--- config.mk ---
export PLATFORM = sky130hd
export DESIGN_NAME = uart_tx_arbiter_flat
export DESIGN_NICKNAME = d
export VERILOG_FILES = /design/src/rtl/uart_pkg.sv /design/src/rtl/uart_tx_arbiter_if.sv /design/src/rtl/uart_tx_arbiter_rr_select.sv /design/src/rtl/uart_tx_arbiter.sv /design/src/flat_wrapper.sv
export SDC_FILE = /design/constraint.sdc
export NUM_CORES = 1
export LEC_CHECK = 0
export ABC_AREA = 0
export BUFFER_PORTS_ARGS = -buffer_cell sky130_fd_sc_hd__buf_4
export CORE_AREA = 2 2 68 83
export CTS_CLUSTER_DIAMETER = 60
export DETAILED_ROUTE_END_ITERATION = 10
export DIE_AREA = 0 0 70 85
export GPL_ROUTABILITY_DRIVEN = 0
export HOLD_SLACK_MARGIN = 0.08
export PLACE_DENSITY = 0.47
export SETUP_SLACK_MARGIN = 0.5
export SLEW_MARGIN = 40
export SYNTH_ARGS = -nofsm -noshare
export SYNTH_HDL_FRONTEND = slang
export SYNTH_SLANG_ARGS = --single-unit
--- constraint.sdc ---
create_clock -name clk -period 4.65 [get_ports clk]
set_input_delay 0.2325 -clock clk [delete_from_list [all_inputs] [get_ports clk]]
set_output_delay 0.2325 -clock clk [all_outputs]
set_load 0.03 [all_outputs]
--- src/rtl/uart_pkg.sv ---
// Shared types and helpers for the UART Tx-side arbitration logic.
package uart_pkg;

  localparam int unsigned C_UART_DATA_WIDTH_DEFAULT = 8;

  typedef enum logic [2:0] {
    sIDLE  = 3'd0,
    sSEND  = 3'd1,
    sWAITB = 3'd2,
    sWAITD = 3'd3,
    sDONE  = 3'd4,
    sERR   = 3'd5
  } txArbState_t;

  // Ceiling log2; used for pointer and counter widths.
  function automatic int unsigned clog2(input int unsigned value);
    int unsigned result;
    result = 0;
    for (int unsigned i = 0; i < 32; i++) begin
      if ((32'd1 << i) < value) result = i + 1;
    end
    return result;
  endfunction

endpackage

--- src/rtl/uart_tx_arbiter_if.sv ---
// Requester-side and UART_Tx-side signals of the Tx arbiter.
interface uart_tx_arbiter_if #(
  parameter int unsigned C_UART_DATA_WIDTH = uart_pkg::C_UART_DATA_WIDTH_DEFAULT,
  parameter int unsigned C_N_REQ           = 3
);

  logic [C_N_REQ-1:0]                   reqValid;
  logic [C_N_REQ*C_UART_DATA_WIDTH-1:0] reqData;
  logic [C_N_REQ-1:0]                   reqGrant;
  logic [C_N_REQ-1:0]                   reqDone;
  logic [C_N_REQ-1:0]                   reqErr;
  logic                                 txBusy;
  logic                                 txSend;
  logic [C_UART_DATA_WIDTH-1:0]         txData;
  logic                                 txErr;

  // Arbiter side.
  modport master (
    input  reqValid, reqData, txBusy, txErr,
    output reqGrant, reqDone, reqErr, txSend, txData
  );

  // Requesters plus UART_Tx side.
  modport slave (
    output reqValid, reqData, txBusy, txErr,
    input  reqGrant, reqDone, reqErr, txSend, txData
  );

endinterface

--- src/rtl/uart_tx_arbiter_rr_select.sv ---
// Combinational round-robin picker: first set request at or after rPtr.
module rr_select #(
  parameter int unsigned C_N     = 3,
  parameter int unsigned C_PTR_W = 2
) (
  input  logic [C_N-1:0]     req,
  input  logic [C_PTR_W-1:0] rPtr,
  output logic [C_N-1:0]     grant,
  output logic               found
);

  // Walk positions rPtr, rPtr+1, ... mod C_N; first pending requester wins.
  always_comb begin
    grant = '0;
    found = 1'b0;
    for (int unsigned i = 0; i < C_N; i++) begin
      for (int unsigned j = 0; j < C_N; j++) begin
        if (!found && req[j] && (((32'(rPtr) + i) % C_N) == j)) begin
          grant[j] = 1'b1;
          found    = 1'b1;
        end
      end
    end
  end

endmodule

--- src/rtl/uart_tx_arbiter.sv ---
// Round-robin sharing of one UART_Tx between several word requesters.
import uart_pkg::*;

module uart_tx_arbiter #(
  parameter int unsigned C_UART_DATA_WIDTH = C_UART_DATA_WIDTH_DEFAULT,
  parameter int unsigned C_N_REQ           = 3,
  parameter int unsigned C_BUSY_TIMEOUT    = 16
) (
  input  logic              clk,
  input  logic              rstb,
  input  logic              enable,
  uart_tx_arbiter_if.master bus
);

  localparam int unsigned C_PTR_W = clog2(C_N_REQ);
  localparam int unsigned C_CNT_W = clog2(C_BUSY_TIMEOUT);

  txArbState_t                  state;
  txArbState_t                  stateNext;
  logic [C_PTR_W-1:0]           rPtr;
  logic [C_PTR_W-1:0]           winner;
  logic [C_UART_DATA_WIDTH-1:0] txDataReg;
  logic [C_CNT_W-1:0]           busyCnt;

  logic [C_N_REQ-1:0]           pickOneHot;
  logic                         pickFound;
  logic [C_PTR_W-1:0]           pickIdx;
  logic [C_UART_DATA_WIDTH-1:0] pickWord;
  logic [C_N_REQ-1:0]           winnerOneHot;
  logic                         busyTimeout;

  rr_select #(
    .C_N     (C_N_REQ),
    .C_PTR_W (C_PTR_W)
  ) uRrSelect (
    .req   (bus.reqValid),
    .rPtr  (rPtr),
    .grant (pickOneHot),
    .found (pickFound)
  );

  // Encode the picker's one-hot result and fetch the matching packed word.
  always_comb begin
    pickIdx  = '0;
    pickWord = '0;
    for (int unsigned i = 0; i < C_N_REQ; i++) begin
      if (pickOneHot[i]) begin
        pickIdx  = C_PTR_W'(i);
        pickWord = bus.reqData[i*C_UART_DATA_WIDTH +: C_UART_DATA_WIDTH];
      end
    end
  end

  assign busyTimeout = (busyCnt == C_CNT_W'(C_BUSY_TIMEOUT - 1));

  // State register plus the datapath registers it owns.
  always_ff @(posedge clk) begin
    if (!rstb) begin
      state     <= sIDLE;
      rPtr      <= '0;
      winner    <= '0;
      txDataReg <= '0;
      busyCnt   <= '0;
    end else begin
      state <= stateNext;
      unique case (state)
        sIDLE: begin
          if (enable && pickFound) begin
            winner    <= pickIdx;
            txDataReg <= pickWord;
          end
        end
        sSEND: busyCnt <= '0;
        sWAITB: begin
          if (busyCnt != '1) busyCnt <= busyCnt + 1'b1;
        end
        sDONE, sERR: begin
          rPtr <= (winner == C_PTR_W'(C_N_REQ - 1)) ? '0 : winner + 1'b1;
        end
        default: ;
      endcase
    end
  end

  // Next-state decode; txErr takes priority over busy edges and timeout.
  always_comb begin
    stateNext = state;
    unique case (state)
      sIDLE:  if (enable && pickFound) stateNext = sSEND;
      sSEND:  stateNext = sWAITB;
      sWAITB: begin
        if (bus.txErr)       stateNext = sERR;
        else if (bus.txBusy) stateNext = sWAITD;
        else if (busyTimeout) stateNext = sERR;
      end
      sWAITD: begin
        if (bus.txErr)        stateNext = sERR;
        else if (!bus.txBusy) stateNext = sDONE;
      end
      sDONE, sERR: stateNext = sIDLE;
      default:     stateNext = sIDLE;
    endcase
  end

  // One-hot view of the registered winner index.
  always_comb begin
    winnerOneHot = '0;
    for (int unsigned i = 0; i < C_N_REQ; i++) begin
      winnerOneHot[i] = (winner == C_PTR_W'(i));
    end
  end

  assign bus.txSend   = (state == sSEND);
  assign bus.txData   = txDataReg;
  assign bus.reqGrant = (state inside {sSEND, sWAITB, sWAITD, sDONE, sERR}) ? winnerOneHot : '0;
  assign bus.reqDone  = (state == sDONE) ? winnerOneHot : '0;
  assign bus.reqErr   = (state == sERR)  ? winnerOneHot : '0;

endmodule

--- src/flat_wrapper.sv ---
// flat-port wrapper written by rule: the top's interface ports become plain ports
module uart_tx_arbiter_flat 
#(
  parameter int unsigned C_UART_DATA_WIDTH = C_UART_DATA_WIDTH_DEFAULT,
  parameter int unsigned C_N_REQ           = 3,
  parameter int unsigned C_BUSY_TIMEOUT    = 16
)
  (clk, rstb, enable, bus_reqValid, bus_reqData, bus_txBusy, bus_txErr, bus_reqGrant, bus_reqDone, bus_reqErr, bus_txSend, bus_txData);
  uart_tx_arbiter_if #(.C_UART_DATA_WIDTH(C_UART_DATA_WIDTH), .C_N_REQ(C_N_REQ)) bus_i ();
  input  logic clk;
  input  logic rstb;
  input  logic enable;
  input wire logic [$bits(bus_i.reqValid)-1:0] bus_reqValid;
  input wire logic [$bits(bus_i.reqData)-1:0] bus_reqData;
  input wire logic [$bits(bus_i.txBusy)-1:0] bus_txBusy;
  input wire logic [$bits(bus_i.txErr)-1:0] bus_txErr;
  output wire logic [$bits(bus_i.reqGrant)-1:0] bus_reqGrant;
  output wire logic [$bits(bus_i.reqDone)-1:0] bus_reqDone;
  output wire logic [$bits(bus_i.reqErr)-1:0] bus_reqErr;
  output wire logic [$bits(bus_i.txSend)-1:0] bus_txSend;
  output wire logic [$bits(bus_i.txData)-1:0] bus_txData;
  assign bus_i.reqValid = bus_reqValid;
  assign bus_i.reqData = bus_reqData;
  assign bus_i.txBusy = bus_txBusy;
  assign bus_i.txErr = bus_txErr;
  assign bus_reqGrant = bus_i.reqGrant;
  assign bus_reqDone = bus_i.reqDone;
  assign bus_reqErr = bus_i.reqErr;
  assign bus_txSend = bus_i.txSend;
  assign bus_txData = bus_i.txData;
  uart_tx_arbiter #(.C_UART_DATA_WIDTH(C_UART_DATA_WIDTH), .C_N_REQ(C_N_REQ), .C_BUSY_TIMEOUT(C_BUSY_TIMEOUT)) u_core (.clk(clk), .rstb(rstb), .enable(enable), .bus(bus_i));
endmodule
# After elaboration in Yosys (flattened, before gate mapping)
# Cells that the tools add are included.
dict set report classes {
  n_addsub 4
  reduce_logical 37
  div 3
  n_eq_ne 19
  muxes 35
}
# cell n
set op_table {}
lappend op_table {{equality test 32 x 1 -> 1 bit, second input constant} 3}
lappend op_table {{equality test 32 x 2 -> 1 bit, second input constant} 3}
lappend op_table {{zero test 32 bit} 3}
lappend op_table {{modulo 32 x 2 -> 32 bit, second input constant} 2}
lappend op_table {{modulo 2 x 2 -> 32 bit, second input constant} 1}
lappend op_table {{2-to-1 mux 3 bit} 9}
lappend op_table {{2-to-1 mux 8 bit} 3}
lappend op_table {{logical AND 1 bit} 18}
lappend op_table {{2-to-1 mux 1 bit} 18}
lappend op_table {{case mux 3 bit (4 select lines)} 1}
lappend op_table {{zero test 1 bit} 8}
lappend op_table {{case mux 4 bit (2 select lines)} 1}
lappend op_table {{equality test 3 x 2 -> 1 bit, second input constant} 2}
lappend op_table {{equality test 3 bit, second input constant} 2}
lappend op_table {{nonzero test 5 bit} 1}
lappend op_table {{adder 4 x 1 -> 4 bit, second input constant} 1}
lappend op_table {{equality test 4 bit, second input constant} 1}
lappend op_table {{2-to-1 mux 2 bit} 2}
lappend op_table {{2-to-1 mux 4 bit} 1}
lappend op_table {{inequality test 2 x 1 -> 1 bit, second input constant} 2}
lappend op_table {{inequality test 4 x 3 -> 1 bit, second input constant} 1}
lappend op_table {{inequality test 4 bit, second input constant} 1}
lappend op_table {{AND reduction 2 bit} 2}
lappend op_table {{adder 2 x 1 -> 3 bit, second input constant} 1}
lappend op_table {{11 further kinds} 11}
dict set report totals {
  in_bits 32
  output_inout_bits 18
  ff_bits 19
  word_cells 103
}

# Longest topological paths before layout
dict set report depth {
  word_depth 39
  ltp_mapped 9
}

# Hierarchy
# From an unflattened synthesis, not the netlist that was laid out.
dict set report unflattened {
  cells_unflattened 162
  area_unflattened_um2 1315.0
}
# module area_per_inst_um2 instances cells_each
set by_module_without_submodules {}
lappend by_module_without_submodules {uart_tx_arbiter 1182.4 1 145}
lappend by_module_without_submodules {rr_select 132.6 1 17}

# Worst setup path after synthesis
# No wires, ideal clock.
dict set report synth_timing {
  kind {register to register}
  startpoint {register u_core.rPtr[0]}
  endpoint {register u_core.txDataReg[6] (netlist: u_core.bus.txData[6])}
  path_stages_with_launch 10
  path_buffers 2
  arrival_ns 1.656
  period_less_slack_ns 1.786
  path_slack_ns 2.864
  cell_sequence {dfxtp_1 inv_1 ha_1 or3_4 o311a_1 nor2b_4 buf_6 buf_8 o211ai_2 o22ai_2}
}
dict set report synth_via {
  elab_chain_len 38
  elab_cells_between_ends 61
}
# element line
set synth_lines {}
lappend synth_lines {{start: declaration} uart_tx_arbiter.sv:20} ;# logic [C_PTR_W-1:0] rPtr;
lappend synth_lines {{start signal: assignment} uart_tx_arbiter.sv:78} ;# rPtr <= (winner == C_PTR_W'(C_N_REQ - 1)) ? '0 : winner + 1'b1;
lappend synth_lines {{parallel branches: the longest is 38 deep, another holds modulo 32 x 2 -> 32 bit} n/a}
lappend synth_lines {{end signal: assignment} uart_tx_arbiter.sv:70} ;# txDataReg <= pickWord;
lappend synth_lines {{end: declaration} uart_tx_arbiter.sv:22} ;# logic [C_UART_DATA_WIDTH-1:0] txDataReg;
# Several ways; the timed one is not identified.
# A chain may end at the register's enable or synchronous reset.

# Final worst setup path
dict set report layout_timing {
  startpoint {register u_core.rPtr[0]}
  endpoint {register u_core.winner[0]}
}
dict set report layout_via {
  elab_chain_len 38
  elab_cells_between_ends 58
}
# element line
set layout_lines {}
lappend layout_lines {{parallel branches: the longest is 38 deep, another holds modulo 32 x 2 -> 32 bit} n/a}
lappend layout_lines {{end signal: assignment} uart_tx_arbiter.sv:69} ;# winner <= pickIdx;
lappend layout_lines {{end: declaration} uart_tx_arbiter.sv:21} ;# logic [C_PTR_W-1:0] winner;
# Several ways; the timed one is not identified.

==> flow_metrics.tcl <==
set metrics [dict create \
    wire_per_inst_um 13.7 \
    die_w_um 70 \
    syn-num-nets 182 \
    power_density_nw_per_um2 383 \
    synthFlopType "dfxtp_1" \
    synth_top_cell_by_area "dfxtp_1" \
    drt_iter0_markers 46 \
    yosys.area_share.adder_pct 2.99 \
    grt_pass1_vias 1169 \
    boundaryPins 50 \
    setup_violations 0 \
    worst_path_max_delay_cell "nor2b_4" \
    holdPathStages 2 \
    viasPerCell 4.79 \
    cp_slowest_stage_delay_ns 0.47 \
    peakVddDrop_v 0.000124 \
    core.rowCount 29 \
    first_pass_iters 4 \
    rsz0062_at_grt "false" \
    synth_seq_cells 19 \
    gr-total-overflow 0 \
    min_from "bus_txBusy" \
    synth_top_cells_by_area "dfxtp_1 (30%), nand2_1 (5.7%), a221oi_1 (5.6%), o211ai_1 (4.2%), nor2b_1 (3.5%)" \
    critPathKind "flip-flop to flip-flop" \
    cts_inserted_buffers 3 \
    cts_tree "built" \
    worst_setup_path_start_kind "flip-flop" \
    worst_slew_pin_slew_ns 0.692 \
    async_reset_ff_share_pct 0 \
    finalHoldViolations 0 \
    drv_cap 0 \
    min_path_type "primary input to flip-flop" \
    die_y_um 85 \
    synth-xor-area-share_pct 1.39 \
    yosys_warnings 0 \
    antenna_left 0 \
    ys_seq_area_share_pct 30.3 \
    grt_max_degree 28 \
    postSynthCellCount 147 \
    start_util_pct 24.4 \
    drive_above_1_share_pct 33.9 \
    vias 1202 \
    syn_to_final_growth_pct 32.7 \
    yosys.area_share.simple_pct 28.6 \
    drv_slew 0 \
    rr_startpoint "u_core.rPtr[0]" \
    synth.avg_cell_area_um2 8.55 \
    clockBufferDepth 2 \
    cts.sinks 19 \
    cp-end-kind "flip-flop" \
    cp-startpoint "u_core.rPtr[0]" \
    diodes 0 \
    finalCriticalPeriod_ns 1.91 \
    ctsHoldBuffers 0 \
    path_clk_slew_ns 0.07 \
    place_inst 247 \
    core_um2 5150 \
    synth_top_family_by_area "simple AND/OR/NAND/NOR gates" \
    cp_data_required_time_ns 4.80 \
    ctsResizeCount 0 \
    remaining_drc_errors 0 \
    synth-edff-count 0 \
    root_buffer "clkbuf_8" \
    crit_family "simple AND/OR/NAND/NOR gates" \
    crit_chain "inv_1, ha_1, or3_4, o311a_1, nor2b_4, mux2i_1, nor2b_1" \
    fillers 582 \
    max_freq_mhz 524 \
    dieArea_um2 5950 \
    muxShareOfSynthArea_pct 2.39 \
    reg2reg_depth 7 \
    fin_skew_ns 0.00580 \
    ff2ff_setup_slack_ns 2.74 \
    cts_setup_buffers 0 \
    critPathBufInv 1 \
    htreeDepth 1 \
    tns_ns 0 \
    whs_endpoint "u_core.state[2]" \
    critPathMaxFanout 18 \
    ys_types 44 \
    p_leak_nw 0.679 \
    p_total_uw 638 \
    grt_util_all_layers_pct 11.7 \
    syn_area_um2 1260 \
    period_share_pct 41.0 \
    status "finished, final reports clean" \
    synth-compound-area-share_pct 26.1 \
    final_nets 225 \
    clk_latency_ns 0.26 \
    critical_path_arrival_ns 2.06 \
    place_hpwl_um 2660 \
    grt_pass1_wl_um 5690 \
    slew_headroom_pct 53.6 \
    io_buffers 49 \
    final_cells 251 \
    r2r-end "u_core.winner[0]" \
    drt-total-wl_um 3450 \
    antenna_found_initial 0 \
    yosys-top-cells-count "dfxtp_1 (19), nand2_1 (19), a221oi_1 (8)" \
    synth_top_area_share_pct 30.3 \
]
[worst reg2reg max path, delay by kind of cell (launching register included)]
family / cells / cell delay [ns]
and+or+nand+nor: 3 / 0.67
DFF: 1 / 0.33
adders and majority gates: 1 / 0.31
muxes: 1 / 0.25
AOI/OAI and AO/OA: 1 / 0.18
buffers and inverters: 1 / 0.06
[sequential cells by signal, indices dropped and copies added (netlist names)]
name,count
u_core.bus.txData,8
u_core.busyCnt,4
u_core.rPtr,2
u_core.state,3
u_core.winner,2
[how the worst max path moves through the flow]
stage,to,slack (ns),cells after the start
2_1_floorplan,u_core.bus.txData[6],2.86,9
3_3_place_gp,u_core.winner[0],2.74,7
3_5_place_dp,u_core.winner[0],2.73,7
4_1_cts,u_core.winner[0],2.71,7
5_1_grt,u_core.bus.txData[3],2.56,7
6_report,u_core.winner[0],2.74,7
[layout by cell type (no fill, tap or decap), types with 5 or more instances in the layout]
| master | n |
|---|---|
| nor2b_1 | 7 |
| nor2_1 | 6 |
| a221oi_1 | 8 |
| inv_1 | 5 |
| nand2_1 | 19 |
| o211ai_1 | 7 |
| nand3_1 | 6 |
| dfxtp_1 | 19 |
| o22ai_1 | 7 |
| buf_4 | 49 |
[cells by family after synthesis]
kind of cell / Yosys count
adders and majority gates: 3
xor gates and xnor gates: 2
buffers and inverters: 17
AOI/OAI and AO/OA: 41
and+or+nand+nor: 62
DFF: 19
muxes: 3
[layout make-up]
cell class	instances	area [um2]	share of cell area [%]
multi-input cells	111	772	46.3
clock buffers	3	41.3	2.48
inverters	6	22.5	1.35
repair buffers	49	368	22.1
clock inverters	1	5.00	0.300
flip-flops and latches	19	380	22.8
well taps	62	77.6	4.65
[stage by stage]
step	setup slack [ns]	hold slack [ns]	utilization, %	area (um2)
4_1_cts	2.71	0.172	32.3	1670
3_5_place_dp	2.73	0.446	31.4	1620
6_report	2.74	0.176	32.3	1670
5_1_grt	2.56	0.182	32.3	1670
3_3_place_gp	2.74	0.450	31.4	1620
2_1_floorplan	2.86	0.326	-	1260
[layer usage]
metal	share of wire (%)	global-route usage, %	vias to the layer above
li1	-	-	632
met1	42	14.6	550
met2	51	19.6	18
met3	6.4	3.80	2
met4	0.64	2.62	0
met5	0	0	-
[power breakdown]
group / internal [mW] / switching, mW / total (mW)
registers: 0.188 / 0.0376 / 0.226
logic: 0.124 / 0.170 / 0.294
clock network: 0.0596 / 0.0587 / 0.118
total: 0.372 / 0.266 / 0.638
(Power assumes the default switching activity.)
